## src/rtl/uart_tx.sv

```systemverilog
// UART transmitter: start / DBIT data bits (LSB first) / stop on tx.
// Bit timing counts s_tick oversampling pulses from the baud tick generator.
module uart_tx #(
  parameter int DBIT    = 8,
  parameter int SAMPLE  = 32,
  parameter int SB_TICK = 32
) (
  input  logic            clk,
  input  logic            reset_n,
  input  logic            s_tick,
  input  logic            tx_start,
  input  logic [DBIT-1:0] din,
  output logic            tx_busy,
  output logic            tx_done_tick,
  output logic            tx
);

  localparam int SMAX = (SAMPLE > SB_TICK) ? SAMPLE : SB_TICK;
  localparam int SW   = (SMAX > 1) ? $clog2(SMAX) : 1;
  localparam int NW   = (DBIT > 1) ? $clog2(DBIT) : 1;

  localparam logic [SW-1:0] S_LAST  = SW'(SAMPLE - 1);
  localparam logic [SW-1:0] SB_LAST = SW'(SB_TICK - 1);
  localparam logic [NW-1:0] N_LAST  = NW'(DBIT - 1);

  typedef enum logic [1:0] {
    IDLE,
    START,
    DATA,
    STOP
  } state_t;

  state_t          state;
  logic [SW-1:0]   s;
  logic [NW-1:0]   n;
  logic [DBIT-1:0] b;
  logic            tx_reg;

  // Frame sequencer: captures the byte in IDLE, then shifts it out
  // one bit per SAMPLE ticks and holds the line high for SB_TICK ticks.
  always_ff @(posedge clk or negedge reset_n) begin
    if (!reset_n) begin
      state  <= IDLE;
      s      <= '0;
      n      <= '0;
      b      <= '0;
      tx_reg <= 1'b1;
    end else begin
      unique case (state)
        IDLE: begin
          if (tx_start) begin
            b      <= din;
            s      <= '0;
            state  <= START;
            tx_reg <= 1'b0;
          end
        end
        START: begin
          if (s_tick) begin
            if (s == S_LAST) begin
              s      <= '0;
              n      <= '0;
              state  <= DATA;
              tx_reg <= b[0];
            end else begin
              s <= s + 1'b1;
            end
          end
        end
        DATA: begin
          if (s_tick) begin
            if (s == S_LAST) begin
              s <= '0;
              b <= b >> 1;
              if (n == N_LAST) begin
                state  <= STOP;
                tx_reg <= 1'b1;
              end else begin
                n      <= n + 1'b1;
                tx_reg <= b[1];
              end
            end else begin
              s <= s + 1'b1;
            end
          end
        end
        STOP: begin
          if (s_tick) begin
            if (s == SB_LAST) begin
              state <= IDLE;
              s     <= '0;
            end else begin
              s <= s + 1'b1;
            end
          end
        end
        default: state <= IDLE;
      endcase
    end
  end

  assign tx_done_tick = (state == STOP) & s_tick & (s == SB_LAST);
  assign tx_busy      = (state != IDLE);
  assign tx           = tx_reg;

endmodule

```

## config.mk

```make
export PLATFORM = sky130hd
export DESIGN_NAME = uart_tx
export DESIGN_NICKNAME = d
export VERILOG_FILES = /design/src/rtl/uart_tx.sv
export SDC_FILE = /design/constraint.sdc
export NUM_CORES = 1
export LEC_CHECK = 0
export BUFFER_PORTS_ARGS = -buffer_cell sky130_fd_sc_hd__buf_2
export CELL_PAD_IN_SITES_DETAIL_PLACEMENT = 1
export CELL_PAD_IN_SITES_GLOBAL_PLACEMENT = 1
export CORE_UTILIZATION = 35
export DETAILED_ROUTE_END_ITERATION = 12
export MAX_ROUTING_LAYER = met4
export PLACE_DENSITY_LB_ADDON = 0.1
export REMOVE_ABC_BUFFERS = 1
export SYNTH_ARGS = -nofsm -noshare
export SYNTH_HDL_FRONTEND = slang
export SYNTH_SLANG_ARGS = --single-unit
```

## constraint.sdc

```tcl
create_clock -name clk -period 2.7 [get_ports clk]
set_input_delay 0.405 -clock clk [delete_from_list [all_inputs] [get_ports clk]]
set_output_delay 0.405 -clock clk [all_outputs]
set_load 0.05 [all_outputs]
```

==> reports/metrics.cfg <==
[sta]
tns_ns = 0
rsz0062_at_grt = false
finalSetupViolCount = 0
skew_ns = 0.01700
tightest_slew_ns = 0.4620
period_share = 0.8381
finalHoldViolations = 0
max-slew-margin-rel = 0.6910
layout_min_cycle_time_ns = 2.263
max_freq_mhz = 441.9
slew_viol_final = 0

[setup_path]
startpoint_type = flop
cp-startpoint = s[1]
crit_required_ns = 2.30
r2r_start = s[1]
crit_path_top_delay_cell = dfrtp_1
critPathKind = flop to output pin
cpPeakStageDelay_ns = 0.43
path_max_fanout = 10
cp_top_family = flip-flops
crit_path_end_kind = output pin
arrival_ns = 1.86
cp.buffers_inverters = 2
cp_cell_sequence = ha_1, and3_1, ha_1, buf_4, and3_1, buf_2

[clock_tree]
cts_tree = done
numCtsBuffers = 3
cts.sinks = 19
cts_root_buf = clkbuf_4
htree_num_levels = 1
cts_setup_buffers = 0
cts_buffer_depth = 2
clk_pin_slew_ns = 0.12
cts_resized = 0
clock_latency_ns = 0.31
ctsHoldBuffers = 0

[synth]
postSynthCellCount = 103
synth_top_area_frac = 0.3875
synth_top_cells_by_area = dfrtp_1 (39%), mux2_2 (16%), ha_1 (8.6%), o21ai_0 (4.3%), nand2_1 (2.9%)
yosysSeqAreaShare = 0.4101
synth_cell_type_count = 32
synth_area_um2 = 1162
ys_warn_count = 0
synth_seq_cells = 19
avgSynthCellArea_um2 = 11.29
synth_top_area_cell = dfrtp_1

[layout]
area_delta_synth_final_pct = 10.76
final_area_um2 = 1287
fin_util = 0.4149
final_common_cell = dfrtp_1
drive_gt1_frac = 0.3590
largest_reg_flops = 8
final_nets = 138
fillerInstances = 380
reg_top3 = b (8), s (5), n (3)
regMostFlops = b
antennaDiodeCount = 0
final_cell_mix = dfrtp_1 (18), mux2_2 (16), buf_2 (14), o21ai_0 (10), nand2_1 (9)

[detailed_routing]
wire_per_inst_um = 14.12
wl_um = 2274
drtIter0Drc = 15
antenna_left = 0
via_per_inst = 5.112
drcViolationCount = 0
first_pass_iters = 2
routed-via-count = 823

[die]
initial_utilization = 0.3746
core_area_um2 = 3103
dieArea_um2 = 3556
die_height_um = 59.63
die_w_um = 59.63
num_rows = 20
ios = 15

[place]
dp_hpwl_um = 1723
placed_area_um2 = 1261
place.gp.congestion = 0.7032
port_buffers = 14

[power_and_ir_drop]
leakagePower_nw = 0.5884
ir_drop_uv = 444.4
powerDensity_nw_per_um2 = 1007

[status]
status = completed

[global_route]
antenna_found_initial = 0
grt_usage = 0.1674
grt_pass1_vias = 894
overflow = 0
grt_max_degree = 20
grt_pass1_wl_um = 4126

[flow_run]
drv_cap = 0

[hold_path]
min_path_type = input pin to async pin

## stage by stage
step / setup slack [ns] / instances / total power [mW] / hold WS, ns
finish: 0.4371 / 161 / 1.297 / 0.01452
global route: 0.3123 / 161 / 1.419 / 0.03065
CTS: 0.4201 / 161 / 1.320 / 0.03919
detailed placement: 0.6077 / 157 / 1.169 / 0.3852
global placement: 0.6889 / 157 / 1.141 / 0.3762
floorplan: 0.6316 / 97 / 1.007 / 0.1094
## path summary, 6_finish.rpt
check,end,slack (ns),cells past startpoint
min,s[4],0.01,1
min in group clk,s[2],0.32,2
max in group asynchronous,tx,2.35,1
max reg2reg,b[6],0.59,6
max,tx_done_tick,0.44,6
min reg2reg,b[2],0.51,1
## cells by family after synthesis
logic type | share of synthesized area
flops | 0.4101
simple gates | 0.1141
compound gates | 0.1572
buf+inv | 0.05166
mux | 0.1808
fa+ha+maj | 0.08612
## cells in the mapped netlist
cell type   n
mux2i_1     3
buf_2       3
or2_2       1
o22ai_1     1
nor2b_4     1
dfstp_2     1
nor4b_1     1
ha_1        8
nand3_1     2
a22o_2      1
nor2b_1     1
nor3b_1     1
nor3_1      1
a2bb2oi_1   1
a31o_2      1
nand2_1     9
a21boi_0    1
dfrtp_1    18
buf_1       1
a211oi_4    1
nand4b_1    1
buf_6       2
o21ai_0    10
nor4bb_1    1
mux2_2     16
a22o_1      3
a21oi_1     2
nor2_1      1
inv_1       5
and3_1      3
o211ai_1    1
a2111oi_4   1
## final cells by class
| cell class | count | area, µm² | area share |
|---|---|---|---|
| multi-input cells | 73 | 625.6 | 0.4859 |
| flip-flops and latches | 19 | 476.7 | 0.3703 |
| repair buffers | 16 | 85.08 | 0.06608 |
| well taps | 44 | 55.05 | 0.04276 |
| clock buffers | 4 | 26.28 | 0.02041 |
| inverters | 5 | 18.77 | 0.01458 |
## power breakdown
group	switching (mW)	internal, mW	total [mW]
Combinational	0.336	0.339	0.675
Sequential	0.0734	0.397	0.470
Clock	0.0940	0.0577	0.152
Total	0.504	0.794	1.30
## per-layer routing
metal | track usage | wire length [µm] | part of all wire
met1 | 0.1951 | 1048 | 0.46
met2 | 0.2809 | 1119 | 0.49
met3 | 0.05240 | 79 | 0.035
met4 | 0.03987 | 25 | 0.011
met5 | - | 0 | 0
Note: power is estimated with default switching activity, not from simulation.
